### config.mk
export PLATFORM = sky130hd
export DESIGN_NAME = pc_sequencer
export DESIGN_NICKNAME = d
export VERILOG_FILES = /design/src/rtl/pc_seq_pkg.sv /design/src/rtl/pc_target_calc.sv /design/src/rtl/pc_sequencer.sv
export SDC_FILE = /design/constraint.sdc
export NUM_CORES = 1
export LEC_CHECK = 0
export CORE_MARGIN = 1.5
export CORE_UTILIZATION = 54
export DETAILED_ROUTE_END_ITERATION = 6
export HOLD_SLACK_MARGIN = 0.05
export PLACE_DENSITY = 0.9
export SETUP_SLACK_MARGIN = 0.05
export SLEW_MARGIN = 25
export SYNTH_ARGS = -nofsm -noshare
export SYNTH_HDL_FRONTEND = slang
export SYNTH_SLANG_ARGS = --single-unit
### constraint.sdc
create_clock -name w_clk -period 4.05 [get_ports w_clk]
set_clock_uncertainty 0.1 [all_clocks]
set_input_delay 1.215 -clock w_clk [delete_from_list [all_inputs] [get_ports w_clk]]
set_output_delay 1.215 -clock w_clk [all_outputs]
set_load 0.05 [all_outputs]
### src/rtl/pc_seq_pkg.sv
// Shared types and constants for the fetch PC sequencer and its target logic.
package pc_seq_pkg;

    typedef enum logic [1:0] {
        ST_RUN   = 2'd0,
        ST_ARMED = 2'd1,
        ST_FIRE  = 2'd2
    } seq_state_e;

    localparam int unsigned PC_INC = 4;
    localparam logic [31:0] DEFAULT_RESET_PC = 32'h0040_0000;

endpackage

### src/rtl/pc_target_calc.sv
// Combinational redirect target selection: taken branch > jump-imm > jump-reg,
// with the low two target bits forced to zero and flagged when they were set.
module pc_target_calc
    import pc_seq_pkg::*;
#(
    parameter int unsigned PC_W  = 32,
    parameter int unsigned IMM_W = 26
) (
    input  logic              i_branch_op,
    input  logic              i_success,
    input  logic              i_jump_op,
    input  logic              i_imm_op,
    input  logic [PC_W-1:0]   i_br_pc_in,
    input  logic [PC_W-1:0]   i_alu_imm,
    input  logic [IMM_W-1:0]  i_br_imm,
    input  logic [PC_W-1:0]   i_reg_pc,
    output logic              o_req_c,
    output logic [PC_W-1:0]   o_target_c,
    output logic              o_misalign_c
);

    logic            w_taken;
    logic [PC_W-1:0] w_seq_pc;
    logic [PC_W-1:0] w_raw;

    assign w_taken  = i_branch_op & i_success;
    assign w_seq_pc = i_br_pc_in + PC_W'(PC_INC);

    always_comb begin
        w_raw = i_reg_pc;
        if (w_taken) begin
            w_raw = w_seq_pc + i_alu_imm;
        end else if (i_jump_op && i_imm_op) begin
            w_raw = {w_seq_pc[PC_W-1:IMM_W+2], i_br_imm, 2'b00};
        end
    end

    assign o_req_c      = w_taken | i_jump_op;
    assign o_misalign_c = o_req_c & (|w_raw[1:0]);
    assign o_target_c   = {w_raw[PC_W-1:2], 2'b00};

endmodule

### src/rtl/pc_sequencer.sv
// Registered fetch-PC generator with optional branch delay slot, stall hold,
// one-entry pending redirect and a saturating applied-redirect counter.
module pc_sequencer
    import pc_seq_pkg::*;
#(
    parameter int unsigned     PC_W        = 32,
    parameter int unsigned     IMM_W       = 26,
    parameter logic [PC_W-1:0] RESET_PC    = PC_W'(DEFAULT_RESET_PC),
    parameter int unsigned     DELAY_SLOTS = 1,
    parameter int unsigned     CNT_W       = 16
) (
    input  logic              w_clk,
    input  logic              w_rst_n,
    input  logic              w_stall,
    input  logic              w_branch_op,
    input  logic              w_success,
    input  logic              w_jump_op,
    input  logic              w_imm_op,
    input  logic [PC_W-1:0]   w_br_pc_in,
    input  logic [PC_W-1:0]   w_alu_imm,
    input  logic [IMM_W-1:0]  w_br_imm,
    input  logic [PC_W-1:0]   w_reg_pc,
    output logic [PC_W-1:0]   w_pc_out,
    output logic              w_pc_valid,
    output logic              w_flush,
    output logic              w_redirect_drop,
    output logic              w_misalign,
    output logic [CNT_W-1:0]  w_redirect_cnt
);

    seq_state_e       r_state;
    logic [PC_W-1:0]  r_pc;
    logic [PC_W-1:0]  r_target;
    logic             r_slot_done;
    logic             r_pc_valid;
    logic             r_flush;
    logic             r_drop;
    logic             r_misalign;
    logic [CNT_W-1:0] r_cnt;

    logic             w_req;
    logic [PC_W-1:0]  w_target;
    logic             w_mis;
    logic             w_adv;
    logic [PC_W-1:0]  w_pc_seq;
    logic [CNT_W-1:0] w_cnt_next;

    pc_target_calc #(
        .PC_W  (PC_W),
        .IMM_W (IMM_W)
    ) u_calc (
        .i_branch_op  (w_branch_op),
        .i_success    (w_success),
        .i_jump_op    (w_jump_op),
        .i_imm_op     (w_imm_op),
        .i_br_pc_in   (w_br_pc_in),
        .i_alu_imm    (w_alu_imm),
        .i_br_imm     (w_br_imm),
        .i_reg_pc     (w_reg_pc),
        .o_req_c      (w_req),
        .o_target_c   (w_target),
        .o_misalign_c (w_mis)
    );

    assign w_adv      = ~w_stall & r_pc_valid;
    assign w_pc_seq   = r_pc + PC_W'(PC_INC);
    assign w_cnt_next = (&r_cnt) ? r_cnt : r_cnt + CNT_W'(1);

    // Redirect FSM; r_slot_done marks that the delay slot was fetched on the capture edge.
    always_ff @(posedge w_clk or negedge w_rst_n) begin
        if (!w_rst_n) begin
            r_state     <= ST_RUN;
            r_pc        <= RESET_PC;
            r_target    <= '0;
            r_slot_done <= 1'b0;
            r_pc_valid  <= 1'b0;
            r_flush     <= 1'b0;
            r_drop      <= 1'b0;
            r_misalign  <= 1'b0;
            r_cnt       <= '0;
        end else begin
            r_pc_valid <= 1'b1;
            r_flush    <= 1'b0;
            r_drop     <= 1'b0;
            r_misalign <= 1'b0;
            case (r_state)
                ST_RUN: begin
                    if (w_req) begin
                        r_misalign <= w_mis;
                        if (DELAY_SLOTS == 0) begin
                            if (w_adv) begin
                                r_pc    <= w_target;
                                r_flush <= 1'b1;
                                r_cnt   <= w_cnt_next;
                            end else begin
                                r_target <= w_target;
                                r_state  <= ST_FIRE;
                            end
                        end else begin
                            r_target    <= w_target;
                            r_slot_done <= w_adv;
                            r_state     <= ST_ARMED;
                            if (w_adv) begin
                                r_pc <= w_pc_seq;
                            end
                        end
                    end else if (w_adv) begin
                        r_pc <= w_pc_seq;
                    end
                end
                ST_ARMED: begin
                    r_drop <= w_req;
                    if (w_adv) begin
                        if (r_slot_done) begin
                            r_pc    <= r_target;
                            r_flush <= 1'b1;
                            r_cnt   <= w_cnt_next;
                            r_state <= ST_RUN;
                        end else begin
                            r_pc    <= w_pc_seq;
                            r_state <= ST_FIRE;
                        end
                    end
                end
                ST_FIRE: begin
                    r_drop <= w_req;
                    if (w_adv) begin
                        r_pc    <= r_target;
                        r_flush <= 1'b1;
                        r_cnt   <= w_cnt_next;
                        r_state <= ST_RUN;
                    end
                end
                default: begin
                    r_state <= ST_RUN;
                end
            endcase
        end
    end

    assign w_pc_out        = r_pc;
    assign w_pc_valid      = r_pc_valid;
    assign w_flush         = r_flush;
    assign w_redirect_drop = r_drop;
    assign w_misalign      = r_misalign;
    assign w_redirect_cnt  = r_cnt;

endmodule

* Yosys cells after proc, flatten, opt, wreduce, memory -nomap -nowiden
Index checks and enable logic that the tools add are counted.
** Word-level totals
- Register bits after elaboration :: 85
- Bits in latches :: 0
- Memory bits (writable) :: 0
- Memory bits (read-only) :: 0
- Input bits :: 129
- Memories kept :: 0
** Operators by class
- $add $sub $neg :: 4
- $mul :: 0
- Div/mod/pow operators :: 0
- Magnitude comparators :: 0
- Eq/ne operators :: 7
- Shifts and indexed selects :: 0
- Mux-type cells :: 24
- Bitwise logic cells :: 5
- Reduce and logical (&&, ||, !) cells :: 11
** Operators with widths (count)
- $mux 32 :: 6
- $pmux 32 s3 :: 1
- $add 32x3->32 const B :: 2
- $mux 16 :: 4
- $add 32x32->32 :: 1
- $pmux 16 s2 :: 1
- $add 16x1->16 const B :: 1
- $reduce_and 16->1 :: 1
- $mux 2 :: 4
- $ne 2x2->1 const B :: 4
- $reduce_and 4->1 :: 2
- $mux 1 :: 6
- $pmux 2 s3 :: 1
- $reduce_or 2->1 :: 2
- $and 1x1->1 :: 3
- $reduce_and 3->1 :: 1
- $reduce_bool 3->1 :: 1
- $eq 2x1->1 const B :: 1
- $eq 2x2->1 const B :: 1
- $logic_not 2->1 :: 1
- $ne 2x1->1 const B :: 1
- $pmux 1 s2 :: 1
- $reduce_and 2->1 :: 1
- $reduce_bool 2->1 :: 1
- other kinds (3) :: 3

* Depth between registers and ports, before layout
Gate-level depths: netlist of run 1.
- Depth after elaboration :: 7
- Gate-level depth with buffers :: 16
- Gate-level depth less buffers :: 14

* Cells and area by module
A second synthesis of run 1 with hierarchy kept.
** Unflattened totals
- Cells, all modules :: 914
- Area total of the unflattened synthesis :: 7619.8 sq um
** By module, submodules not included
- pc_sequencer :: instances 1, cells each 424, area each 4406.7 sq um, sequential area each 2178.3 sq um
- pc_target_calc :: instances 1, cells each 490, area each 3213.1 sq um, sequential area each 0.0 sq um

* Worst setup path after synthesis of run 1
OpenSTA, ideal clock, no wires.
- Kind :: input to register
- Start :: input port w_br_pc_in[5]
- End :: register r_target[30]
- Setup time :: 0.132 ns
- Arrival :: 4.160 ns
- Required time :: 3.818 ns
- Setup slack :: -0.342 ns
- Cell stages on the path :: 15
- Buffers on the path :: 2
- Cell sequence :: and4_1 -> buf_2 -> nand4_2 -> nor2_1 -> nand4_1 -> xnor2_1 -> ha_1 -> buf_2 -> a21o_1 -> a31oi_1 -> or4b_1 -> a221o_1 -> a31oi_1 -> mux2i_1 -> o21ai_1
** On the way
- Word-level cells in the longest chain between the ends :: 3
- Elaborated cells on any way between the ends :: 4
** RTL lines
- start: declaration :: RTL line pc_sequencer.sv:19 : input logic [PC_W-1:0] w_br_pc_in,
- $add 32x3->32 * :: RTL line pc_target_calc.sv:27 : assign w_seq_pc = i_br_pc_in + PC_W'(PC_INC);
- $add 32x32->32 / $mux 32 (equally long branches) :: RTL line pc_target_calc.sv:32, pc_target_calc.sv:33
- $mux 32 * :: RTL line pc_target_calc.sv:31 : if (w_taken) begin
- end signal: assignment :: RTL line pc_sequencer.sv:96 : r_target <= w_target;
- end signal: assignment :: RTL line pc_sequencer.sv:100 : r_target <= w_target;
- end: declaration :: RTL line pc_sequencer.sv:33 : logic [PC_W-1:0] r_target;
Mark *: on every way between the ends. The rest lies on a longest branch, timed or not.
A chain may end at the register's enable or synchronous reset.

* Worst setup path in the final report of run 1
- Start :: input port w_br_pc_in[7]
- End :: register r_target[26]
** On the way
- Word-level cells in the longest chain between the ends :: 3
** RTL lines
- $add 32x3->32 :: RTL line pc_target_calc.sv:27
- $add 32x32->32 :: RTL line pc_target_calc.sv:32 : w_raw = w_seq_pc + i_alu_imm;
- $mux 32 :: RTL line pc_target_calc.sv:31
Every way passes these cells.

==> results of run 1 <==
==> flip-flops by register name, indices dropped and copies added, names as in the netlist, 2 cells and up <==
register / flops
r_state: 2
w_pc_out: 30
r_target: 30
w_redirect_cnt: 16
==> final timing paths <==
check                                         startpoint                             end  slack [ns]  depth (start not counted)
worst max register to register   w_pc_out[2]$_DFFE_PN0P_        w_pc_out[26]$_DFFE_PN0P_        1.15                          8
worst min-delay path            r_target[10]$_DFFE_PN0P_        r_target[10]$_DFFE_PN0P_        0.39                          2
worst min register to register  r_target[10]$_DFFE_PN0P_        r_target[10]$_DFFE_PN0P_        0.39                          2
max in group asynchronous                        w_rst_n        r_target[20]$_DFFE_PN0P_        2.54                          1
worst max-delay path                       w_br_pc_in[7]        r_target[26]$_DFFE_PN0P_       -0.02                         14
min in group asynchronous                        w_rst_n  w_redirect_cnt[11]$_DFFE_PN0P_        0.82                          1
==> routing by layer <==
metal  track usage  share of wire
met3        0.0418          0.077
met1         0.428           0.39
met5             0              0
met2         0.588           0.50
met4         0.167          0.040
==> logic make-up (layout without fill, tap and decap cells) <==
family / after synthesis / count (layout)
mux: 20 / 20
other cells: 2 / 3
compound gates: 285 / 285
simple gates: 306 / 306
buf+inv: 66 / 374
xor+xnor: 68 / 68
flops: 83 / 83
fa+ha+maj: 45 / 45
==> layout by cell type (no fill, tap or decap), types with 4 or more instances in the layout <==
cell type        Yosys  final
nand2b_1             4      4
inv_1               22     22
xor2_1              25     25
a211oi_1             5      5
and4_1              12     10
a21oi_1             94     89
o211ai_1             4      4
a21o_1              12     12
and2_1               8      8
mux2i_1             17     17
dfrtp_1             82     82
clkdlybuf4s50_1      0    161
clkbuf_16            0      9
nor3_1              27     26
dlygate4sd2_1        0      7
nor4_1               9      7
nor2_1              50     46
buf_4                2    158
o22ai_1              4      4
a21oi_2              1      6
xnor2_1             43     40
a32oi_1              7      7
nand4_1             20     20
nand3_1             52     51
ha_1                44     43
o21ai_0             97     92
o21a_1               5      5
nor2b_1              7      7
buf_6                0      5
o21bai_1             6      6
a31oi_1             12     10
nand2_1             93     93
o21ai_1              7      9
a22oi_1             10     10
and3_1              12     11
==> stage by stage <==
step | total power, mW | util | setup WS [ns] | setup TNS [ns] | std cells
5_1_grt | 5.17 | 0.825 | -0.164 | -1.02 | 1356
3_5_place_dp | 3.92 | 0.786 | -0.851 | -10.81 | 1330
3_3_place_gp | 3.81 | 0.786 | -0.682 | -8.42 | 1330
6_report | 4.92 | 0.825 | -0.0175 | -0.0175 | 1356
4_1_cts | 4.84 | 0.818 | 0.00218 | 0 | 1352
2_1_floorplan | 2.97 | - | -0.202 | -0.505 | 876
==> area by class of cell <==
class	count	area (um2)	area share
multi-input combinational	727	4730	0.456
timing repair buffer	336	2950	0.285
sequential	83	2080	0.200
clock buffer	11	233	0.0224
tap	172	215	0.0208
inverter	22	82.6	0.00796
clock inverter	5	77.6	0.00748
==> worst register-to-register path: cells and delay by family, from the launching register on <==
| kind | cells | cell delay [ns] |
|---|---|---|
| adder cells (fa/ha/maj) | 1 | 0.25 |
| AND/OR/NAND/NOR | 4 | 1.28 |
| flip-flops | 1 | 0.45 |
| AO/OA/AOI/OAI | 3 | 0.66 |
==> power breakdown <==
part | internal [mW] | leakage [nW] | switching, mW | total (mW)
clock | 0.538 | 0.150 | 0.326 | 0.864
sequential | 1.11 | 1.07 | 0.297 | 1.41
combinational | 1.02 | 3.27 | 1.63 | 2.65
==> cells in the mapped netlist, types with 3 or more instances <==
| library cell | n | share of area |
|---|---|---|
| nor2b_1 | 7 | 0.0063 |
| xor2_1 | 25 | 0.032 |
| o21ai_1 | 7 | 0.0051 |
| nand3_1 | 52 | 0.038 |
| o21ai_0 | 97 | 0.070 |
| and3_1 | 12 | 0.011 |
| dfrtp_1 | 82 | 0.30 |
| a31oi_1 | 12 | 0.011 |
| o21bai_1 | 6 | 0.0065 |
| a32oi_1 | 7 | 0.0089 |
| buf_1 | 3 | 0.0016 |
| a22oi_1 | 10 | 0.011 |
| nor4_1 | 9 | 0.0082 |
| inv_1 | 22 | 0.012 |
| a21oi_1 | 94 | 0.068 |
| or3_1 | 3 | 0.0027 |
| ha_1 | 44 | 0.080 |
| nand2_1 | 93 | 0.051 |
| o211ai_1 | 4 | 0.0044 |
| mux2i_1 | 17 | 0.025 |
| nor2_1 | 50 | 0.027 |
| o221ai_1 | 3 | 0.0038 |
| o21a_1 | 5 | 0.0054 |
| nor3b_1 | 3 | 0.0033 |
| o22ai_1 | 4 | 0.0036 |
| and2_1 | 8 | 0.0073 |
| mux2_2 | 3 | 0.0049 |
| and4_1 | 12 | 0.015 |
| xnor2_1 | 43 | 0.055 |
| nor3_1 | 27 | 0.020 |
| nand2b_1 | 4 | 0.0036 |
| a211oi_1 | 5 | 0.0054 |
| clkbuf_1 | 37 | 0.020 |
| nand4_1 | 20 | 0.018 |
| a21o_1 | 12 | 0.013 |
==> what timing repair did <==
item / in CTS / in global routing
setup buffers: 6 / 4
resized for setup: 53 / 19
cloned: 0 / 0
endpoints found under the setup margin: 19 / 10
pin swaps: 28 / 15
==> results.txt, run 1 <==
status = finished, violations left
failing checks = negative setup slack
Core Region = 0.0126 mm2
post-synthesis adder-cell area fraction = 0.0827
Crit Path Max Fanout = 4
PortBufs = 178
# H-tree levels = 3
Worst Path Arrival = 4.19 ns
RSZ-0062 raised after global routing = true
final hold slack = 0.385 ns
register area share after synthesis = 0.301
CP startpoint kind = primary input
GRT Resource Usage Total = 0.343
Avg Cell Area, Syn = 7.89 um2
Distinct cells, synth = 61
WL/cell = 17.5 um
layout cells sized above 1 = 0.188
# IOs = 181
dpl cell area = 0.00988 mm2
worst skew pair latency = 0.34 ns
Slowest-stage cell, CP = or4b_4
TritonCTS Buffers = 9
main combinational cell family by area after synthesis = compound AO/OA/AOI/OAI gates
fin nets = 1353
Clock Tree Buf Depth = 2
Synth Cell Area = 0.00690 mm2
XOR/XNOR Fraction of Synth Area = 0.0863
Worst Path Buf+Inv = 1
HPWL after DPL = 17600 um
post-route setup slack = -0.0175 ns
Finished Cell Area = 0.0104 mm2
CP Capture Type = flip-flop
Core Rows = 41
maxcap violations = 0
Synth Instances = 875
initial antenna violation count = 0
ys flop type = dfrtp_1
CTS clk-pin slew, worst paths = 0.06 ns
Final Cycle Share = 1.00
Vias/cell = 6.08
drc violations = 0
hold_buf cts = 0
global-route wire length before repair = 36500 um
Post-synth EDFFs = 0
fin crit period = 4.07 ns
Yosys warnings = 0
initial drt markers = 1088
final-report max-slew violation count = 0
post-synthesis mux area share = 0.0295
share of synthesized flip-flops with an asynchronous set or reset = 1.00
antenna cells = 0
CP delay by family, top = compound AO/OA/AOI/OAI gates
Num Clock Sinks = 83
Die H = 116 um
Fmax = 246 MHz
largest net degree at the start of global routing = 84
Pleak = 4.49 nW
Req. time, crit path = 4.17 ns
Hold Vio Cnt, Final = 0
Final setup viols = 1
DRT Pass-1 Iters = 6
Routed WL = 23800 um
Crit Path Class = primary input to flip-flop
Root Buffer = clkbuf_16
CP cell instances = buf_6 > and4_4 > nand4_4 > nor2_4 > nand2_1 > xnor2_2 > ha_1 > a21o_1 > a31oi_2 > or4b_4 > a221o_1 > o31ai_2 > xor2_1 > o21ai_1
critical path's largest stage delay = 0.47 ns
Synth Area in Compound Gates = 0.243
Congestion Overflow GR = 0
Slew @ Worst Pin = 1.11 ns
Die Wd = 116 um
number of global-route vias before repair = 7695
die area = 0.0135 mm2
GPL Wtd Cong = 0.965
Filler cells = 751
Antenna Violating Nets Remaining = 0
Synth Register Bits = 83
TritonCTS clock tree = yes
PwrDens = 474 mW/mm2
Initial Util = 0.549
HP Class = flip-flop to flip-flop
maximum vdd ir drop = 0.000370 V
simple-gate area share of the yosys netlist = 0.219
Via Count = 8247
P&R area growth vs syn = 50.2%
Max-slew headroom = 0.261
(Power assumes the default switching activity.)
==> inputs of run 2 (changes only) <==
ABC_AREA = 1   (was unset)
CORE_UTILIZATION = 56   (was 54)
SKIP_LAST_GASP = 1   (was unset)
==> run 2 against run 1 <==
The flow finishes with violations (design-rule violations). Register-to-register slack improved by 0.22 ns. Clock power decreased by 4.1%. Setup slack improved by 0.17 ns. Largest power group unchanged. Highest routed layer unchanged.
==> results.txt, run 2 <==
status = finished, violations left (unchanged)
failing checks = design-rule violations (was negative setup slack)
TritonCTS Buffers = 9 (unchanged)
WL/cell = 16.7 um (was 17.5 um)
Pleak = 5.59 nW (was 4.49 nW)
multi-input logic area = 0.00558 mm2 (was 0.00473 mm2)
die area = 0.0153 mm2 (was 0.0135 mm2)
initial drt markers = 1165 (was 1088)
Distinct cells, synth = 50 (was 61)
Yosys top cell by area = dfrtp_1 (unchanged)
Filler cells = 1009 (was 751)
largest net degree at the start of global routing = 84 (unchanged)
TritonCTS clock tree = yes (unchanged)
Vias/cell = 5.61 (was 6.08)
CP Capture Type = flip-flop (unchanged)
Routed WL = 29200 um (was 23800 um)
Post-synth EDFFs = 0 (unchanged)
Req. time, crit path = 4.22 ns (was 4.17 ns)
layout cells sized above 1 = 0.156 (was 0.188)
fin crit period = 3.90 ns (was 4.07 ns)
CTS clk-pin slew, worst paths = 0.07 ns (was 0.06 ns)
Initial Util = 0.581 (was 0.549)
commonest non-fill, non-tap cell in the layout = nand2_1 (was clkdlybuf4s50_1)
CP startpoint kind = primary input (unchanged)
Final Cycle Share = 0.963 (was 1.00)
maxcap violations = 0 (unchanged)
Slew @ Worst Pin = 0.769 ns (was 1.11 ns)
Final setup viols = 0 (was 1)
synth cell count leaders = 336 x nand2_1, 182 x nor2_1, 169 x inv_1 (was 97 x o21ai_0, 94 x a21oi_1, 93 x nand2_1)
Synth Instances = 1292 (was 875)
top-area cell type share of the netlist area = 0.251 (was 0.297)
Num Clock Sinks = 83 (unchanged)
Hold Vio Cnt, Final = 0 (unchanged)
PortBufs = 178 (unchanged)
share of synthesized flip-flops with an asynchronous set or reset = 1.00 (unchanged)
global-route wire length before repair = 45000 um (was 36500 um)
dpl cell area = 0.0108 mm2 (was 0.00988 mm2)
Via Count = 9768 (was 8247)
Yosys warnings = 0 (unchanged)
P&R area growth vs syn = 40.1% (was 50.2%)
Antenna Violating Nets Remaining = 0 (unchanged)
count leader, synth = nand2_1 (was o21ai_0)
RSZ-0062 raised after global routing = true (unchanged)
HPWL after DPL = 22000 um (was 17600 um)
# IOs = 181 (unchanged)
Avg Cell Area, Syn = 6.32 um2 (was 7.89 um2)
GRT Resource Usage Total = 0.377 (was 0.343)
leading cell types in the layout, fill and taps excluded = 316 x nand2_1, 169 x inv_1, 167 x nor2_1 (was 161 x clkdlybuf4s50_1, 158 x buf_4, 93 x nand2_1)
Die Wd = 124 um (was 116 um)
HP Class = flip-flop to flip-flop (unchanged)
Synth Cell Area = 0.00817 mm2 (was 0.00690 mm2)
antenna cells = 0 (unchanged)
Synth Register Bits = 83 (unchanged)
Max-slew headroom = 0.487 (was 0.261)
Die H = 124 um (was 116 um)
# H-tree levels = 3 (unchanged)
PwrDens = 530 mW/mm2 (was 474 mW/mm2)
sequential cell area = 0.00208 mm2 (unchanged)
Finished Cell Area = 0.0114 mm2 (was 0.0104 mm2)
Congestion Overflow GR = 0 (unchanged)
Crit Path Max Fanout = 4 (unchanged)
total power = 6.07 mW (was 4.92 mW)
Core Region = 0.0140 mm2 (was 0.0126 mm2)
number of global-route vias before repair = 9364 (was 7695)
DRT Pass-1 Iters = 7 (was 6)
ys flop type = dfrtp_1 (unchanged)
fin nets = 1730 (was 1353)
register area share after synthesis = 0.255 (was 0.301)
Area contributors post-synth = dfrtp_1 25%, nand2_1 15%, nor2_1 8.4% (was dfrtp_1 30%, ha_1 8.0%, o21ai_0 7.0%)
drc violations = 1 (was 0)
Core Rows = 43 (was 41)
setup TNS = 0 ns (was -0.0175 ns)
GPL Wtd Cong = 1.00 (was 0.965)
initial antenna violation count = 0 (unchanged)
Crit Path Class = primary input to flip-flop (unchanged)
Fmax = 256 MHz (was 246 MHz)
Worst Path Arrival = 4.07 ns (was 4.19 ns)
Clock Tree Buf Depth = 2 (unchanged)
maximum vdd ir drop = 0.000350 V (was 0.000370 V)
final-report max-slew violation count = 0 (unchanged)
Root Buffer = clkbuf_16 (unchanged)
worst skew pair latency = 0.35 ns (was 0.34 ns)
## run 2: cell types whose count changed in the layout (fill, tap and decap cells not counted), moves of 14 or more
cell | before | now
mux2i_1 | 17 | 0
xor2_1 | 25 | 46
inv_1 | 22 | 169
xnor2_1 | 40 | 7
nor2_2 | 3 | 21
nand3_1 | 51 | 80
a21oi_1 | 89 | 71
buf_4 | 158 | 105
o21ai_0 | 92 | 57
nor2_4 | 1 | 15
nor2_1 | 46 | 167
nand2_2 | 0 | 30
nand2_1 | 93 | 316
## run 2: cell type report
cell class | instances | area share
multi-input cells | 1004 | 0.488
repair buffers | 283 | 0.227
flip-flops and latches | 83 | 0.182
inverters | 175 | 0.0574
clock buffers | 10 | 0.0200
well taps | 180 | 0.0197
clock inverters | 6 | 0.00580
## run 2: logic make-up (layout without fill, tap and decap cells)
| logic type | after synthesis | after routing | share of synthesized area |
|---|---|---|---|
| xor+xnor | 53 | 53 | 0.0569 |
| mux | 2 | 2 | 0.00368 |
| buf+inv | 206 | 474 | 0.0985 |
| other cells | 2 | 3 | 0.000920 |
| flops | 83 | 83 | 0.255 |
| compound gates | 195 | 195 | 0.134 |
| fa+ha+maj | 45 | 45 | 0.0699 |
| simple gates | 706 | 706 | 0.382 |
## run 2: worst paths after layout
check,start,end,slack (ns),cells after the start
max,w_br_pc_in[14],r_target[27]$_DFFE_PN0P_,0.15,18
min,w_redirect_cnt[8]$_DFFE_PN0P_,w_redirect_cnt[8]$_DFFE_PN0P_,0.41,1
max reg2reg,r_state[1]$_DFFE_PN0P_,w_redirect_cnt[11]$_DFFE_PN0P_,1.37,14
min reg2reg,w_redirect_cnt[8]$_DFFE_PN0P_,w_redirect_cnt[8]$_DFFE_PN0P_,0.41,1
max in group asynchronous,w_rst_n,w_pc_out[26]$_DFFE_PN0P_,2.50,1
min in group asynchronous,w_rst_n,w_pc_out[11]$_DFFE_PN0P_,0.81,1
## run 2: what timing repair did
item / CTS / global route
hold endpoints to repair: 0 / 0
resized for setup: 0 / 86
endpoints found under the setup margin: 0 / 18
setup buffers: 0 / 8
hold buffers: 0 / 0
## run 2: metal layers
metal / GRT usage / vias to the layer above / wire (um)
met4: 0.172 / 0 / 1320
met2: 0.669 / 539 / 14500
met5: 0 / - / 0
li1: - / 4680 / -
met1: 0.444 / 4438 / 11200
met3: 0.0650 / 111 / 2110
## run 2: critical path: stages
cell and delay [ns]:
clkdlybuf4s50_1 0.52, nand2_1 0.10, buf_4 0.16, nor4_4 0.26, buf_4 0.17, nand3_1 0.08
xnor2_1 0.14, ha_1 0.40, nand2_1 0.12, nand2_1 0.10, nand2_1 0.07, nand2_1 0.07
o21bai_1 0.19, a21oi_2 0.13, nand2_1 0.06, nand2_1 0.06, nand3_1 0.07, a21oi_1 0.15
## run 2: per-stage QoR
stage | hold WS, ns | cells | utilization | setup WS [ns]
after global routing | 0.427 | 1741 | 0.814 | -0.0364
after global placement | 0.390 | 1717 | 0.766 | -0.220
final | 0.408 | 1741 | 0.814 | 0.151
after detailed placement | 0.412 | 1717 | 0.766 | -0.270
after floorplan | 0.375 | 1293 | - | 0.475
after CTS | 0.413 | 1733 | 0.787 | 0.0691
## run 2: power breakdown
group	total (mW)	switching (mW)	internal, mW
sequential	1.61	0.401	1.21
clock	0.829	0.351	0.478
combinational	3.63	2.38	1.25
